### src/rtl/shift_reg_ctrl_pkg.sv
// Shared encodings and width helper for the shift register command sequencer.
package shift_reg_ctrl_pkg;

  typedef enum logic [1:0] {
    OP_NOP        = 2'b00,
    OP_SHIFT_BYTE = 2'b01,
    OP_FILL       = 2'b10,
    OP_CLEAR      = 2'b11
  } op_e;

  typedef enum logic [1:0] {
    IDLE  = 2'b00,
    SHIFT = 2'b01,
    DONE  = 2'b10
  } state_e;

  // Counter width: wide enough for MSB, never narrower than a FILL length.
  function automatic int cnt_w(input int msb);
    int w;
    w = $clog2(msb + 1);
    return (w > 8) ? w : 8;
  endfunction

endpackage

### src/rtl/sat_counter.sv
// Saturating up-counter with synchronous clear; clear wins over increment.
module sat_counter #(
  parameter int W = 8
) (
  input  logic         clk,
  input  logic         rstn,
  input  logic         clr_i,
  input  logic         inc_i,
  input  logic [W-1:0] max_i,
  output logic [W-1:0] count_o
);

  logic [W-1:0] count_q, count_d;

  always_comb begin
    count_d = count_q;
    if (clr_i) begin
      count_d = '0;
    end else if (inc_i && (count_q < max_i)) begin
      count_d = count_q + W'(1);
    end
  end

  always_ff @(posedge clk or negedge rstn) begin
    if (!rstn) count_q <= '0;
    else       count_q <= count_d;
  end

  assign count_o = count_q;

endmodule

### src/rtl/shift_reg_ctrl.sv
// Expands byte-wide commands into bursts of single-bit shifts for shift_reg.
// All shift_reg-facing outputs come straight from flops so they never glitch.
module shift_reg_ctrl
  import shift_reg_ctrl_pkg::*;
#(
  parameter  int MSB   = 32,
  localparam int CNT_W = cnt_w(MSB)
) (
  input  logic             clk,
  input  logic             rstn,
  input  logic             cmd_valid,
  output logic             cmd_ready,
  input  logic [1:0]       cmd_op,
  input  logic [7:0]       cmd_data,
  input  logic             pause,
  output logic             sr_d,
  output logic             sr_en,
  output logic             busy,
  output logic             done,
  output logic [CNT_W-1:0] level,
  output logic [1:0]       dbg_state
);

  // Handshake: a command transfers on a rising edge where cmd_valid && cmd_ready;
  // cmd_ready is high only in IDLE, so nothing is taken while a burst or DONE is pending.

  state_e           state_q, state_d;
  op_e              op_q, op_d;
  logic [CNT_W-1:0] cnt_q, cnt_d;
  logic [7:0]       data_q, data_d;
  logic             sr_en_q, sr_en_d;
  logic             sr_d_q, sr_d_d;
  logic [CNT_W-1:0] len;
  logic [7:0]       init;
  logic             fill_bit;
  logic             lvl_clr;

  // data_q[0] always holds the next bit to emit; FILL refills with ones from the top.
  assign fill_bit = (op_q == OP_FILL);

  always_comb begin
    state_d = state_q;
    op_d    = op_q;
    cnt_d   = cnt_q;
    data_d  = data_q;
    sr_en_d = 1'b0;
    sr_d_d  = 1'b0;
    len     = '0;
    init    = '0;
    case (cmd_op)
      OP_SHIFT_BYTE: begin len = CNT_W'(8);        init = cmd_data; end
      OP_FILL:       begin len = CNT_W'(cmd_data); init = 8'hFF;    end
      OP_CLEAR:      begin len = CNT_W'(MSB);      init = 8'h00;    end
      default:       begin len = '0;               init = 8'h00;    end
    endcase
    case (state_q)
      IDLE: begin
        if (cmd_valid) begin
          op_d = op_e'(cmd_op);
          if (len != '0) begin
            state_d = SHIFT;
            cnt_d   = len;
            sr_en_d = 1'b1;
            sr_d_d  = init[0];
            data_d  = {(cmd_op == OP_FILL), init[7:1]};
          end else begin
            state_d = DONE;
          end
        end
      end
      SHIFT: begin
        cnt_d = cnt_q - CNT_W'(sr_en_q);
        if (sr_en_q && (cnt_q == CNT_W'(1))) begin
          state_d = DONE;
        end else if (pause) begin
          sr_d_d = sr_d_q;
        end else begin
          sr_en_d = 1'b1;
          sr_d_d  = data_q[0];
          data_d  = {fill_bit, data_q[7:1]};
        end
      end
      DONE: begin
        state_d = IDLE;
      end
      default: begin
        state_d = IDLE;
      end
    endcase
  end

  always_ff @(posedge clk or negedge rstn) begin
    if (!rstn) begin
      state_q <= IDLE;
      op_q    <= OP_NOP;
      cnt_q   <= '0;
      data_q  <= '0;
      sr_en_q <= 1'b0;
      sr_d_q  <= 1'b0;
    end else begin
      state_q <= state_d;
      op_q    <= op_d;
      cnt_q   <= cnt_d;
      data_q  <= data_d;
      sr_en_q <= sr_en_d;
      sr_d_q  <= sr_d_d;
    end
  end

  // Clearing on entry to DONE makes level read 0 during the CLEAR's DONE cycle.
  assign lvl_clr = (state_d == DONE) && (op_d == OP_CLEAR);

  sat_counter #(.W(CNT_W)) u_level (
    .clk     (clk),
    .rstn    (rstn),
    .clr_i   (lvl_clr),
    .inc_i   (sr_en_q),
    .max_i   (CNT_W'(MSB)),
    .count_o (level)
  );

  assign sr_en     = sr_en_q;
  assign sr_d      = sr_d_q;
  assign busy      = (state_q != IDLE);
  assign done      = (state_q == DONE);
  assign cmd_ready = (state_q == IDLE);
  assign dbg_state = state_q;

endmodule

### config.mk
export PLATFORM = sky130hd
export DESIGN_NAME = shift_reg_ctrl
export DESIGN_NICKNAME = d
export VERILOG_FILES = /design/src/rtl/shift_reg_ctrl_pkg.sv /design/src/rtl/sat_counter.sv /design/src/rtl/shift_reg_ctrl.sv
export SDC_FILE = /design/constraint.sdc
export NUM_CORES = 1
export LEC_CHECK = 0
export ABC_AREA = 1
export BUFFER_PORTS_ARGS = -buffer_cell sky130_fd_sc_hd__buf_4
export CAP_MARGIN = 0
export CELL_PAD_IN_SITES_DETAIL_PLACEMENT = 0
export CELL_PAD_IN_SITES_GLOBAL_PLACEMENT = 1
export CORE_MARGIN = 2
export CORE_UTILIZATION = 42
export DETAILED_ROUTE_END_ITERATION = 10
export PLACE_DENSITY_LB_ADDON = 0.12
export SLEW_MARGIN = 20
export SYNTH_ARGS = -nofsm -noshare
export SYNTH_HDL_FRONTEND = slang
export SYNTH_HIERARCHICAL = 1
export SYNTH_SLANG_ARGS = --single-unit
### constraint.sdc
create_clock -name clk -period 1.8 [get_ports clk]
set_input_delay 0 -clock clk [delete_from_list [all_inputs] [get_ports clk]]
set_output_delay 0 -clock clk [all_outputs]
set_load 0.005 [all_outputs]
==> results.json, run 1 <==
{
  "routed_wl_um": 5300,
  "hold_viol": 0,
  "grt_pass1_vias": 1866,
  "fin_ws_ns": 0.126,
  "fin_crit_sh_pct": 93.0,
  "fin_tns_setup_ns": 0,
  "drc": 0,
  "critPathBufInv": 1,
  "gp_congestion": 0.790,
  "seq_area_frac_synth_pct": 33.9,
  "switching_share_pct": 42.1,
  "syn_area_sq_mm": 0.00222,
  "crit_type": "register to register",
  "rows": 26,
  "avgSynthCellArea_sq_um": 7.49,
  "die_h_um": 76.7,
  "muxShareOfSynthArea_pct": 0,
  "dieArea_sq_mm": 0.00588,
  "pwr-share-clk_pct": 18.7,
  "htree_levels": 2,
  "setup_viol": 0,
  "synth_xor_area_share_pct": 2.37,
  "die_x_um": 76.7,
  "via_count": 2005,
  "clock-root-buffer": "clkbuf_8",
  "synth_cells": 296,
  "maxSlewViolCount": 0,
  "yosys_warnings": 6,
  "seq_power_share_pct": 35.2,
  "track_usage_pct": 19.0,
  "drt_pass1_iterations": 4,
  "yosys.cell_types.count": 33,
  "post-dp-hpwl_um": 3900,
  "leakage_nw": 1.38,
  "final_util_pct": 53.1,
  "crit_path_max_fanout": 8,
  "worst_clock_skew_ns": 0.00480,
  "pre_cts_ws_ns": -0.0394,
  "startpoint_type": "register",
  "critical-path-top-delay-family": "simple AND/OR/NAND/NOR gates",
  "antenna_found_initial": 0,
  "synth_adder_area_share_pct": 7.90,
  "grt_max_degree": 31,
  "viasPerCell": 4.83,
  "n_antenna_cell": 0,
  "ant_nets": 0,
  "p_int_mw": 1.83,
  "clock_path_buffers": 2,
  "synth_compound_area_share_pct": 12.3,
  "final_layout_size_suffix_gt1_share_pct": 24.6,
  "status": "completed",
  "cp.arrival_ns": 1.86,
  "max_freq_mhz": 597,
  "crit_path_end_kind": "register",
  "cpMaxStageDelayCell": "dfrtp_2",
  "rsz0062_at_grt": "false",
  "report.power.total_mw": 3.15,
  "ys_ff_latch": 30,
  "clk_latency_ns": 0.29,
  "required_ns": 1.98,
  "clk_pin_slew_ns": 0.07,
  "cts_tree": "yes",
  "finalNetCount": 372,
  "numCtsBuffers": 5,
  "combPwrFrac_pct": 46.1,
  "period_needed_ns": 1.67,
  "worst_path_largest_cell_delay_ns": 0.43,
  "boundaryPins": 29,
  "core_sq_mm": 0.00511,
  "drt_iter0_drc": 91,
  "grt-ovfl-total": 0,
  "cap_violations": 0,
  "holdCritPathClass": "input port to register",
  "whs_ns": 0.0554,
  "path_cells": "nor2_2, nand2_1, nor2_4, nand3_1, nand2_1, and3_4, clkinvlp_4, nand4_1, nand2_1",
  "initial_core_util_pct": 43.4,
  "power_density_mw_per_mm2": 1160,
  "max-vdd-ir-drop_mv": 0.563,
  "routedWlPerCell_um": 12.8,
  "synth-simple-area-share_pct": 33.2,
  "clkSinkCount": 30,
  "synth_top_family_by_area": "simple AND/OR/NAND/NOR gates",
  "areaGrowthSynthToFinish_pct": 22.2,
  "portBuffers": 28,
  "p_switching_mw": 1.33,
  "cp_common_cell": "nand2_1",
  "grt_pass1_wl_um": 8950
}
[worst min-delay path, delay by kind of cell]
kind / cells / cell delay [ns]
simple gates: 2 / 0.21
buf+inv: 1 / 0.10
[power by group through the flow]
stage	sequential [mW]	clock (mW)	combinational, mW
2_1_floorplan	1.08	0	1.03
3_3_place_gp	1.12	0	1.41
3_5_place_dp	1.12	0	1.41
4_1_cts	1.11	0.602	1.42
5_1_grt	1.14	0.623	1.67
6_report	1.11	0.590	1.45
[final timing paths]
check | from | depth (start not counted) | endpoint | slack (ns)
max reg2reg | cnt_q[5] | 9 | u_level/count_o[7] | 0.13
min reg2reg | data_q[5] | 2 | data_q[5] | 0.52
max | cnt_q[5] | 9 | u_level/count_o[7] | 0.13
min | cmd_data[7] | 3 | cnt_q[7] | 0.06
min in group asynchronous | rstn | 2 | u_level/count_o[6] | 0.19
max in group asynchronous | rstn | 2 | cnt_q[5] | 1.29
[synthesized netlist by cell type (all sizes together)]
master | count | area share, %
nand3b | 2 | 0.68
nand2 | 73 | 15
nor2 | 23 | 4.9
dfrtp | 30 | 34
inv | 44 | 7.4
nand4 | 11 | 3.1
o22ai | 7 | 2.0
xor2 | 5 | 2.0
nand3 | 35 | 8.7
o21ai | 23 | 6.4
nor3 | 2 | 0.45
a31o | 1 | 0.40
clkbuf | 3 | 0.51
a21oi | 12 | 2.9
buf | 5 | 2.1
o21a | 1 | 0.34
ha | 14 | 7.9
xnor2 | 1 | 0.40
conb | 2 | 0.34
a21boi | 1 | 0.34
and3 | 1 | 0.28
[stage by stage]
step,instance area (sq um),instances
CTS,2680,413
detailed placement,2560,403
finish,2710,415
global route,2710,415
floorplan,2240,302
global placement,2560,403
[cell usage in the layout, fill, tap and decap left out, types with 2 or more instances in the layout]
cell / instances
ha_1: 14
o21ai_0: 11
nor3_1: 2
inv_2: 2
o22ai_1: 7
conb_1: 8
nand3_1: 33
buf_4: 40
inv_1: 41
o21ai_2: 7
dlygate4sd3_1: 2
nor2_2: 3
nand2_4: 5
xor2_1: 5
clkinvlp_4: 3
dfrtp_1: 29
clkbuf_8: 6
nand3b_1: 2
nor2_4: 3
nand2_2: 9
o21ai_1: 5
a21oi_1: 11
nand4_1: 11
nor2_1: 17
nand2_1: 59
[repair_timing]
item                                    4_1_cts  5_1_grt
hold buffers                                  2        0
buffers inserted                              0        1
endpoints found under the setup margin        0        8
hold endpoints to repair                     31        0
gates resized for setup                       0        9
[sequential cells by signal (all words and copies together), names as in the netlist]
register / cells
data_q: 8
cnt_q: 8
op_q: 2
sr_en: 1
u_level/count_o: 8
sr_d: 1
dbg_state: 2
[cell type report]
class	count	area, sq um
inverters	44	169
flip-flops and latches	30	752
clock inverters	2	12.5
fillers	534	2400
multi-input cells	220	1280
repair inverters	1	7.51
well taps	70	87.6
repair buffers	42	320
clock buffers	6	82.6
[routing by layer]
layer	wire length, um	vias to the layer above	track usage [%]	share of wire (%)
met5	0	-	0	0
met4	66	0	6.00	1.2
met3	165	8	2.82	3.1
met2	2230	29	27.6	42
met1	2840	912	29.0	54
li1	-	1056	-	-
[logic make-up after synthesis]
kind of cell | after synthesis
compound gates | 45
xor+xnor | 6
fa+ha+maj | 14
buf+inv | 52
flops | 30
other cells | 2
simple gates | 147
Power figures use the tool's default switching activity.
==> run 2: changes to the inputs <==
- RECOVER_POWER: not set -> 50
==> run 2 against run 1 <==
Power decreased by 0.22%. Sequential power about the same. Die area unchanged. Register-to-register slack about the same. Global-route usage unchanged. Routed wire length decreased by 0.45%. Largest cell class unchanged.
==> results.json, run 2 (synthesis gave the netlist of run 1 again) <==
{
  "combPwrFrac_pct": 46.0,
  "drt_iter0_drc": 93,
  "drt_pass1_iterations": 4,
  "boundaryPins": 29,
  "grt_max_degree": 31,
  "fin_tns_setup_ns": 0,
  "required_ns": 1.98,
  "numCtsBuffers": 5,
  "cap_violations": 0,
  "cp.arrival_ns": 1.86,
  "dpl.cell_count": 403,
  "clkSinkCount": 30,
  "placed_area_sq_mm": 0.00256,
  "worst_clock_skew_ns": 0.00481,
  "crit_path_max_fanout": 8,
  "ant_nets": 0,
  "finalNetCount": 372,
  "grt_pass1_wl_um": 8950,
  "crit_type": "register to register",
  "crit_path_end_kind": "register",
  "seq_power_share_pct": 35.2,
  "stdcell_area_sq_mm": 0.00271,
  "power_density_mw_per_mm2": 1160,
  "setup_viol": 0,
  "post-dp-hpwl_um": 3900,
  "status": "completed",
  "holdCritPathClass": "input port to register",
  "startpoint_type": "register",
  "core_sq_mm": 0.00511,
  "p_switching_mw": 1.32,
  "n_antenna_cell": 0,
  "final_common_cell": "nand2_1",
  "max-vdd-ir-drop_mv": 0.562,
  "gp_congestion": 0.790,
  "via_count": 2002,
  "dieArea_sq_mm": 0.00588,
  "rsz0062_at_grt": "false",
  "initial_core_util_pct": 43.4,
  "portBuffers": 28,
  "hold_path_depth": 3,
  "max_freq_mhz": 597,
  "clk_pin_slew_ns": 0.07,
  "clk_latency_ns": 0.29,
  "final_layout_size_suffix_gt1_share_pct": 24.6,
  "grt-ovfl-total": 0,
  "die_h_um": 76.7,
  "maxSlewViolCount": 0,
  "tightest_slew_ns": 0.801,
  "p_int_mw": 1.82,
  "clock-root-buffer": "clkbuf_8",
  "clock_path_buffers": 2,
  "viasPerCell": 4.82,
  "drc": 0,
  "period_needed_ns": 1.67,
  "routedWlPerCell_um": 12.7,
  "fin_ws_ns": 0.126,
  "worst-r2r-cell-count": 9,
  "htree_levels": 2,
  "slew_headroom_pct": 46.6,
  "rows": 26,
  "hold_viol": 0,
  "switching_share_pct": 42.1,
  "areaGrowthSynthToFinish_pct": 22.1,
  "antenna_found_initial": 0,
  "pre_cts_ws_ns": -0.0394,
  "grt_pass1_vias": 1866,
  "layout_common_cells": "nand2_1 (59), inv_1 (41), nand3_1 (33)",
  "layout.cells.non_filler": 415,
  "final_util_pct": 53.0,
  "die_x_um": 76.7,
  "routed_wl_um": 5280,
  "pwr-share-clk_pct": 18.8,
  "cts_tree": "yes",
  "leakage_nw": 1.38,
  "track_usage_pct": 19.0,
  "fin_crit_sh_pct": 93.0
}
## run 2: timing repair
action	in CTS	in global routing
hold buffers	2	0
hold endpoints to repair	31	0
gates resized for setup	0	9
endpoints found under the setup margin	0	8
buffers inserted	0	1
## run 2: layout make-up
class                           count  area [sq um]
Clock buffer                        6          82.6
Clock inverter                      2          12.5
Fill cell                         535          2400
Inverter                           44           169
Multi-Input combinational cell    220          1280
Sequential cell                    30           752
Tap cell                           70          87.6
Timing Repair Buffer               42           318
Timing Repair inverter              1          7.51
## run 2: power groups by stage
stage / logic, mW / clock network, mW / registers [mW]
6_report: 1.45 / 0.590 / 1.11
2_1_floorplan: 1.03 / 0 / 1.08
4_1_cts: 1.42 / 0.602 / 1.11
3_5_place_dp: 1.41 / 0 / 1.12
5_1_grt: 1.66 / 0.623 / 1.14
3_3_place_gp: 1.41 / 0 / 1.12
## run 2: worst max-delay path, cell delays in order (launching register included)
cell and delay [ns]:
dfrtp_2 0.43, nor2_2 0.13, nand2_1 0.09, nor2_4 0.15
nand3_1 0.08, nand2_1 0.09, and3_4 0.22, clkinvlp_4 0.17
nand4_1 0.14, nand2_1 0.06
## run 2: worst paths after layout
path / from / endpoint / slack (ns)
min: cmd_data[7] / cnt_q[7] / 0.06
max in group asynchronous: rstn / cnt_q[5] / 0.91
max: cnt_q[5] / u_level/count_o[7] / 0.13
min in group asynchronous: rstn / u_level/count_o[6] / 0.34
min reg2reg: data_q[5] / data_q[5] / 0.52
max reg2reg: cnt_q[5] / u_level/count_o[7] / 0.13
## run 2: stage by stage
step,power [mW],hold WS [ns]
floorplan,2.11,-0.296
global placement,2.53,-0.0328
detailed placement,2.54,-0.0347
CTS,3.13,0.0496
global route,3.42,0.0559
finish,3.14,0.0553
## run 2: metal layers
metal	up-vias	part of all wire [%]	track usage [%]
met2	35	42	27.6
met4	0	1.3	6.00
met1	902	53	29.0
met3	8	3.8	2.82
met5	-	0	0
li1	1057	-	-
==> run 3: changes to the inputs <==
- BUFFER_PORTS_ARGS: -buffer_cell sky130_fd_sc_hd__buf_4 -> -buffer_cell sky130_fd_sc_hd__buf_2
==> run 3 against run 2 <==
Power is 0.91% higher. Clock power is 1% lower. Non-clock buffer count increased by 3. Clock skew rose by 0.0038 ns. Cell area fell by 1.5%. Via count rose by 3.1%. Largest power group unchanged. Die area unchanged.
==> results.json, run 3 (synthesis gave the netlist of run 1 again) <==
{
  "status": "completed",
  "post-dp-hpwl_um": 3860,
  "r2r_start": "cnt_q[2]",
  "boundaryPins": 29,
  "n_antenna_cell": 0,
  "core_sq_mm": 0.00511,
  "clock_path_buffers": 2,
  "worst_clock_skew_ns": 0.00862,
  "period_needed_ns": 1.68,
  "pre_cts_ws_ns": -0.0508,
  "final_util_pct": 52.2,
  "grt_pass1_vias": 1924,
  "grt-ovfl-total": 0,
  "maxSlewViolCount": 0,
  "routed_wl_um": 5350,
  "initial_core_util_pct": 43.4,
  "cts_tree": "yes",
  "power_density_mw_per_mm2": 1190,
  "dpl.cell_count": 402,
  "report.power.total_mw": 3.17,
  "gp_congestion": 0.810,
  "areaGrowthSynthToFinish_pct": 20.3,
  "startpoint_type": "register",
  "clock-root-buffer": "clkbuf_8",
  "ant_nets": 0,
  "antenna_found_initial": 0,
  "grt_max_degree": 31,
  "slew_headroom_pct": 45.7,
  "via_count": 2065,
  "min_from": "cmd_data[6]",
  "hold_viol": 0,
  "crit_path_end_kind": "register",
  "setup_viol": 0,
  "worstSetupStartpoint": "cnt_q[2]",
  "fin_ws_ns": 0.116,
  "cp.arrival_ns": 1.86,
  "htree_levels": 2,
  "clk_pin_slew_ns": 0.07,
  "drt_pass1_iterations": 4,
  "max-vdd-ir-drop_mv": 0.561,
  "holdCritPathClass": "input port to register",
  "drc": 0,
  "dieArea_sq_mm": 0.00588,
  "portBuffers": 28,
  "placed_area_sq_mm": 0.00248,
  "fin_tns_setup_ns": 0,
  "final_common_cell": "nand2_1",
  "whs_ns": 0.0341,
  "rows": 26,
  "finalNetCount": 375,
  "leakage_nw": 1.38,
  "layout_common_cells": "nand2_1 (58), inv_1 (41), nand3_1 (32)",
  "clkSinkCount": 30,
  "track_usage_pct": 19.3,
  "tightest_slew_ns": 0.814,
  "routedWlPerCell_um": 12.8,
  "grt_pass1_wl_um": 9140,
  "numCtsBuffers": 5,
  "die_h_um": 76.7,
  "die_x_um": 76.7,
  "layout.cells.non_filler": 418,
  "clk_latency_ns": 0.29,
  "crit_path_max_fanout": 8,
  "stdcell_area_sq_mm": 0.00267,
  "fin_crit_sh_pct": 93.6,
  "cap_violations": 0,
  "drt_iter0_drc": 112,
  "final_layout_size_suffix_gt1_share_pct": 25.6,
  "crit_type": "register to register",
  "required_ns": 1.98,
  "viasPerCell": 4.94,
  "max_freq_mhz": 594
}
## run 3: cell types whose count changed in the layout (fill, tap and decap cells not counted)
cell	change
nor2_1	-1
nor2_2	+1
buf_2	+26
nand3_1	-1
nand2_1	-1
clkinvlp_4	-1
clkbuf_1	+2
nand3_2	+1
buf_4	-17
clkbuf_4	-7
nand2_2	+1
## run 3: worst paths after layout
| check | endpoint | slack, ns | cells past startpoint |
|---|---|---|---|
| min in group asynchronous | u_level/count_o[5] | 0.34 | 2 |
| worst min-delay path | cnt_q[6] | 0.03 | 3 |
| worst min register to register | data_q[2] | 0.52 | 2 |
| max in group asynchronous | cnt_q[5] | 0.91 | 2 |
| worst max register to register | u_level/count_o[0] | 0.12 | 9 |
| worst max-delay path | u_level/count_o[0] | 0.12 | 9 |
## run 3: routing by layer
layer / GRT usage [%] / part of all wire, % / up-vias / wire length, um
met5: 0 / 0 / - / 0
met4: 5.27 / 1.1 / 0 / 60
met3: 4.59 / 4.5 / 8 / 240
met2: 28.8 / 42 / 41 / 2270
met1: 27.8 / 52 / 949 / 2780
li1: - / - / 1067 / -
## run 3: timing repair
action | in CTS | in global routing
buffers inserted | 0 | 5
gates resized for setup | 0 | 12
hold endpoints to repair | 31 | 0
hold buffers | 2 | 0
endpoints found under the setup margin | 0 | 8
## run 3: cell type report
type,instances,area (sq um)
clock inverters,1,5.00
flip-flops and latches,30,752
fillers,552,2440
clock buffers,7,86.3
inverters,44,169
repair inverters,1,7.51
repair buffers,45,272
multi-input cells,220,1290
well taps,70,87.6
## run 3: power by group
part | switching (mW) | total, mW | internal, mW
Sequential | 0.197 | 1.11 | 0.909
Clock | 0.274 | 0.583 | 0.308
Combinational | 0.872 | 1.48 | 0.613
## run 3: worst max-delay path, cell delays in order (launching register included)
cell,delay (ns)
dfrtp_1,0.41
nor2_2,0.15
nand2_1,0.10
nor2_4,0.14
nand3_1,0.07
nand2_1,0.09
and3_4,0.22
clkinvlp_4,0.19
nand3_1,0.14
nand2_1,0.06
